File: src/rtl/pc_ctrl_pkg.sv
// Shared types and constants for the PC fetch-sequencing controller.
package pc_ctrl_pkg;

  typedef enum logic [1:0] {
    BOOT = 2'd0,
    REQ  = 2'd1,
    WAIT = 2'd2,
    EXEC = 2'd3
  } pc_state_e;

  localparam logic PCSRC_INC    = 1'b0;
  localparam logic PCSRC_BRANCH = 1'b1;

  // A boot hold of zero would never leave BOOT, so it is promoted to one.
  function automatic int boot_load(input int hold);
    return (hold < 1) ? 1 : hold;
  endfunction

endpackage

File: src/rtl/pc_fetch_ctrl_if.sv
// Handshake, decode and status bundle between pc_fetch_ctrl and its neighbours.
interface pc_fetch_ctrl_if #(
  parameter int CNT_W = 32
);

  logic             imem_req;
  logic             imem_gnt;
  logic             imem_rvalid;
  logic             branch;
  logic             eq;
  logic             stall;
  logic             instr_valid;
  logic             PCsrc;
  logic             pc_en;
  logic             busy;
  logic [CNT_W-1:0] retired_cnt;
  logic [CNT_W-1:0] stall_cnt;

  modport master (
    input  imem_gnt, imem_rvalid, branch, eq, stall,
    output imem_req, instr_valid, PCsrc, pc_en, busy, retired_cnt, stall_cnt
  );

  modport slave (
    output imem_gnt, imem_rvalid, branch, eq, stall,
    input  imem_req, instr_valid, PCsrc, pc_en, busy, retired_cnt, stall_cnt
  );

endinterface

File: src/rtl/pc_perf_cnt.sv
// Saturating event counter; holds at all-ones until reset.
module pc_perf_cnt #(
  parameter int CNT_W = 32
) (
  input  logic             clk,
  input  logic             rst,
  input  logic             inc,
  output logic [CNT_W-1:0] cnt
);

  always_ff @(posedge clk or posedge rst) begin
    if (rst) begin
      cnt <= '0;
    end else if (inc && (cnt != '1)) begin
      cnt <= cnt + CNT_W'(1);
    end
  end

endmodule

File: src/rtl/pc_fetch_ctrl.sv
// Fetch sequencer: BOOT -> REQ -> WAIT -> EXEC, one instruction at a time.
// Performance counters are built only when PC_FETCH_CTRL_PERF_EN is defined.
module pc_fetch_ctrl
  import pc_ctrl_pkg::*;
#(
  parameter int BOOT_HOLD = 2,
  parameter int CNT_W     = 32
) (
  input  logic            clk,
  input  logic            rst,
  pc_fetch_ctrl_if.master bus
);

  localparam int BOOT_LOAD = boot_load(BOOT_HOLD);
  localparam int BOOT_W    = $clog2(BOOT_LOAD + 1);

  pc_state_e         state;
  pc_state_e         state_next;
  logic [BOOT_W-1:0] boot_cnt;
  logic              boot_done;
  logic              imem_req;
  logic              instr_valid;
  logic              pc_en;
  logic              pc_src;
  logic              busy;

  assign boot_done = (boot_cnt == BOOT_W'(1));

  always_ff @(posedge clk or posedge rst) begin
    if (rst) begin
      state    <= BOOT;
      boot_cnt <= BOOT_W'(BOOT_LOAD);
    end else begin
      state <= state_next;
      if ((state == BOOT) && !boot_done) begin
        boot_cnt <= boot_cnt - BOOT_W'(1);
      end
    end
  end

  // pc_en and PCsrc are Mealy in EXEC; PCsrc can only be non-zero while pc_en is high.
  always_comb begin
    state_next  = state;
    imem_req    = 1'b0;
    instr_valid = 1'b0;
    pc_en       = 1'b0;
    pc_src      = PCSRC_INC;
    busy        = 1'b0;
    case (state)
      BOOT: begin
        if (boot_done) state_next = REQ;
      end
      REQ: begin
        busy     = 1'b1;
        imem_req = 1'b1;
        if (bus.imem_gnt) state_next = WAIT;
      end
      WAIT: begin
        busy = 1'b1;
        if (bus.imem_rvalid) state_next = EXEC;
      end
      EXEC: begin
        busy        = 1'b1;
        instr_valid = 1'b1;
        if (!bus.stall) begin
          pc_en      = 1'b1;
          pc_src     = (bus.branch && bus.eq) ? PCSRC_BRANCH : PCSRC_INC;
          state_next = REQ;
        end
      end
      default: state_next = BOOT;
    endcase
  end

  assign bus.imem_req    = imem_req;
  assign bus.instr_valid = instr_valid;
  assign bus.pc_en       = pc_en;
  assign bus.PCsrc       = pc_src;
  assign bus.busy        = busy;

`ifdef PC_FETCH_CTRL_PERF_EN
  logic stall_inc;
  assign stall_inc = (state == EXEC) && bus.stall;

  pc_perf_cnt #(.CNT_W(CNT_W)) u_retired_cnt (
    .clk (clk),
    .rst (rst),
    .inc (pc_en),
    .cnt (bus.retired_cnt)
  );

  pc_perf_cnt #(.CNT_W(CNT_W)) u_stall_cnt (
    .clk (clk),
    .rst (rst),
    .inc (stall_inc),
    .cnt (bus.stall_cnt)
  );
`else
  assign bus.retired_cnt = '0;
  assign bus.stall_cnt   = '0;
`endif

endmodule
File: src/flat_wrapper.sv
// flat-port wrapper written by rule: the top's interface ports become plain ports
module pc_fetch_ctrl_flat import pc_ctrl_pkg::*;
#(
  parameter int BOOT_HOLD = 2,
  parameter int CNT_W     = 32
)
  (clk, rst, bus_imem_gnt, bus_imem_rvalid, bus_branch, bus_eq, bus_stall, bus_imem_req, bus_instr_valid, bus_PCsrc, bus_pc_en, bus_busy, bus_retired_cnt, bus_stall_cnt);
  pc_fetch_ctrl_if #(.CNT_W(CNT_W)) bus_i ();
  input  logic clk;
  input  logic rst;
  input wire logic [$bits(bus_i.imem_gnt)-1:0] bus_imem_gnt;
  input wire logic [$bits(bus_i.imem_rvalid)-1:0] bus_imem_rvalid;
  input wire logic [$bits(bus_i.branch)-1:0] bus_branch;
  input wire logic [$bits(bus_i.eq)-1:0] bus_eq;
  input wire logic [$bits(bus_i.stall)-1:0] bus_stall;
  output wire logic [$bits(bus_i.imem_req)-1:0] bus_imem_req;
  output wire logic [$bits(bus_i.instr_valid)-1:0] bus_instr_valid;
  output wire logic [$bits(bus_i.PCsrc)-1:0] bus_PCsrc;
  output wire logic [$bits(bus_i.pc_en)-1:0] bus_pc_en;
  output wire logic [$bits(bus_i.busy)-1:0] bus_busy;
  output wire logic [$bits(bus_i.retired_cnt)-1:0] bus_retired_cnt;
  output wire logic [$bits(bus_i.stall_cnt)-1:0] bus_stall_cnt;
  assign bus_i.imem_gnt = bus_imem_gnt;
  assign bus_i.imem_rvalid = bus_imem_rvalid;
  assign bus_i.branch = bus_branch;
  assign bus_i.eq = bus_eq;
  assign bus_i.stall = bus_stall;
  assign bus_imem_req = bus_i.imem_req;
  assign bus_instr_valid = bus_i.instr_valid;
  assign bus_PCsrc = bus_i.PCsrc;
  assign bus_pc_en = bus_i.pc_en;
  assign bus_busy = bus_i.busy;
  assign bus_retired_cnt = bus_i.retired_cnt;
  assign bus_stall_cnt = bus_i.stall_cnt;
  pc_fetch_ctrl #(.BOOT_HOLD(BOOT_HOLD), .CNT_W(CNT_W)) u_core (.clk(clk), .rst(rst), .bus(bus_i));
endmodule
File: config.mk
export PLATFORM = sky130hd
export DESIGN_NAME = pc_fetch_ctrl_flat
export DESIGN_NICKNAME = d
export VERILOG_FILES = /design/src/rtl/pc_ctrl_pkg.sv /design/src/rtl/pc_fetch_ctrl_if.sv /design/src/rtl/pc_perf_cnt.sv /design/src/rtl/pc_fetch_ctrl.sv /design/src/flat_wrapper.sv
export SDC_FILE = /design/constraint.sdc
export NUM_CORES = 1
export LEC_CHECK = 0
export CAP_MARGIN = 20
export CORE_MARGIN = 5
export CORE_UTILIZATION = 27
export CTS_CLUSTER_DIAMETER = 80
export DETAILED_ROUTE_END_ITERATION = 16
export MAX_ROUTING_LAYER = met4
export PLACE_DENSITY = 0.76
export SYNTH_ARGS = -nofsm -noshare
export SYNTH_HDL_FRONTEND = slang
export SYNTH_HIERARCHICAL = 1
export SYNTH_SLANG_ARGS = --single-unit
File: constraint.sdc
create_clock -name clk -period 1.2 [get_ports clk]
set_input_delay 0.18 -clock clk [delete_from_list [all_inputs] [get_ports clk]]
set_output_delay 0.18 -clock clk [all_outputs]
set_load 0.02 [all_outputs]
==> summary.md <==
| Metric | Value |
|---|---|
| TritonRoute pass-1 iters | `2` |
| RSZ-0062 raised after global routing | `true` |
| Die X | `64.03 microns` |
| H-tree levels | `1` |
| Setup CP Type | `flop to flop` |
| Final Hold Slack | `0.1210 ns` |
| Worst r2r path cells | `6` |
| CTS clock-pin slew for the worst setup and hold paths | `0.04 ns` |
| Crit path largest cell delay | `0.41 ns` |
| Max clock buf depth | `2` |
| Final setup fails | `9` |
| Reg2reg setup slack | `-0.25 ns` |
| #FFs+latches synth | `4` |
| Buffers on Ports | `11` |
| Biggest area consumer among synthesized cells | `buf_4` |
| Violated checks | `negative setup slack` |
| Die area | `0.004100 sq mm` |
| FF-to-FF Start | `u_core/state[1]$_DFFE_PP0P_` |
| Cell count after synthesis | `91` |
| Top FF cell, synth | `dfrtp_1` |
| Yosys top cell area share | `0.6095` |
| Synthesized area | `788.3 sq um` |
| Cell Pwr Density | `2128 mW/mm^2` |
| WL final | `1.200 mm` |
| Crit-path cells | `buf_6 -> buf_4 -> ha_4 -> nand2b_4 -> nand4_4 -> mux2_4` |
| Tmin final | `1.446 ns` |
| R2r endpoint | `u_core/state[1]$_DFFE_PP0P_` |
| Largest net degree at the start of global routing | `5` |
| # clock sinks | `4` |
| Core area | `0.002781 sq mm` |
| DR WL/cell | `8.054 microns` |
| Area contributors post-synth | `buf_4 61%, dfrtp_1 9.5%, ha_1 9.5%` |
| Worst path slowest cell | `dfrtp_1` |
| Total of max-cap violations | `0` |
| Residual DRC | `0` |
| Number of library cell types mapped by synthesis | `16` |
| CTS tree | `built` |
| Post-synth EDFFs | `0` |
| Routability congestion estimate | `0.6760` |
| Initial Util | `0.2834` |
| CP startpoint kind | `flop` |
| Final worst path period share | `1.205` |
| Share of cells above drive strength 1 | `0.3220` |
| Status | `complete, but fails checks` |
| First-pass GRT wire length | `1.366 mm` |
| Pleak | `0.0005204 uW` |
| CP endpoint kind | `flop` |
| Via count | `432` |
| N_diodes | `0` |
| WP data arrival | `1.57 ns` |
| Gr usage total | `0.04404` |
| CTS buffer count | `3` |
| Final HPWL DP | `1.037 mm` |
| Register area share after synthesis | `0.1286` |
| Clock latency on the worst-skew pair | `0.24 ns` |
| Hold Fails Final Rpt | `0` |
| Clk root buf | `clkbuf_4` |
| Slew Limit Fails | `0` |
| Top-level I/O count | `76` |
| P&R area growth vs syn | `19.52%` |
| Antenna-violating nets left | `0` |
| Crit-path max FO | `2` |
| Vias in the first global route | `307` |
| Most frequent cells after synthesis | `64 x buf_4, 6 x ha_1, 5 x inv_1` |
| Die H | `64.03 microns` |
| Pre-CTS setup slack | `-0.5250 ns` |
| FP Rows | `19` |
| Peak Freq | `691.3 MHz` |
| Syn. warnings | `6` |
| Setup Skew | `0.004427 ns` |
| Cts hold-fix bufs | `0` |
| FILL cells | `291` |
| WP data required | `1.32 ns` |
| Post-synth ARST share | `1.000` |
| Initial antenna violation count | `0` |
| Avg Inst Size Synth | `8.662 sq um` |
| Hold Path Class | `input port to asynchronous set/reset pin` |
| Max rail drop VDD | `1.213 mV` |
| Setup WS post-layout | `-0.2465 ns` |
| Top-count cell post-synth | `buf_4` |
| GRT Residual Overflow | `0` |
| Initial DRC Count | `2` |
| Via/cell ratio | `2.899` |
| Nets | `132` |
[through the flow]
step	cells	total power [uW]	cell area, sq um	utilization	TNS (ns)
after floorplan	154	1235	1075	-	-0.1908
after global placement	140	1425	803.3	0.2888	-2.081
after detailed placement	140	1455	803.3	0.2888	-2.269
after CTS	149	1983	928.4	0.3338	-1.506
after global routing	149	2147	942.2	0.3387	-1.604
final	149	2005	942.2	0.3387	-1.217
[power breakdown]
| group | total, uW | switching (uW) | internal (uW) |
|---|---|---|---|
| registers | 299 | 72.9 | 226 |
| logic | 1520 | 707 | 814 |
| clock network | 185 | 60.4 | 125 |
[layer usage]
layer | up-vias | global-route usage | share of wire
met1 | 192 | 0.04737 | 0.25
met5 | - | - | 0
met4 | 0 | 0.03117 | 0
li1 | 202 | - | -
met2 | 38 | 0.07035 | 0.57
met3 | 0 | 0.01051 | 0.18
[logic make-up after synthesis]
| kind of cell | after synthesis | synth area share |
|---|---|---|
| simple gates | 7 | 0.08095 |
| mux | 3 | 0.04603 |
| buf+inv | 69 | 0.6333 |
| other cells | 1 | 0.004757 |
| flops | 4 | 0.1286 |
| fa+ha+maj | 6 | 0.09524 |
| xor+xnor | 1 | 0.01111 |
[cells in the final DEF, fill, tap and decap left out, types with 2 or more instances in the layout]
master	count
inv_1	3
buf_6	10
clkdlybuf4s50_1	6
clkbuf_4	3
nand2b_4	2
ha_4	5
conb_1	64
mux2_4	2
buf_4	8
dfrtp_1	2
[registers in the layout (all words and copies together) (netlist names)]
register	flops
u_core/boot_cnt	2
u_core/state	2
[final cells by class]
type	count	area, sq um	share of cell area
Tap cell	31	38.79	0.04117
Multi-Input combinational cell	81	518.0	0.5498
Clock buffer	4	26.28	0.02789
Inverter	5	23.77	0.02523
Timing Repair Buffer	24	232.7	0.2470
Sequential cell	4	102.6	0.1089
[worst max-delay path by stage]
stage	cells after the start	end	from
2_1_floorplan	5	u_core/state[1]$_DFFE_PP0P_	u_core/boot_cnt[1]$_DFFE_PP1P_
3_3_place_gp	4	bus_PCsrc	bus_stall
3_5_place_dp	4	bus_PCsrc	bus_stall
4_1_cts	7	u_core/state[1]$_DFFE_PP0P_	u_core/state[1]$_DFFE_PP0P_
5_1_grt	7	u_core/state[1]$_DFFE_PP0P_	u_core/state[1]$_DFFE_PP0P_
6_report	6	u_core/state[1]$_DFFE_PP0P_	u_core/state[1]$_DFFE_PP0P_
[worst max-delay path, delay by kind of cell, from the launching register on]
family	cells	cell delay, ns
adder cells (fa/ha/maj)	1	0.15
multiplexers	1	0.31
buffers and inverters	2	0.29
AND/OR/NAND/NOR	2	0.17
flip-flops	1	0.41
[repair_timing]
item	CTS	global route
pin swaps	3	3
buffers inserted	5	1
cloned	0	0
gates resized for setup	42	3
setup endpoints to repair	9	9
(Power assumes the default switching activity.)
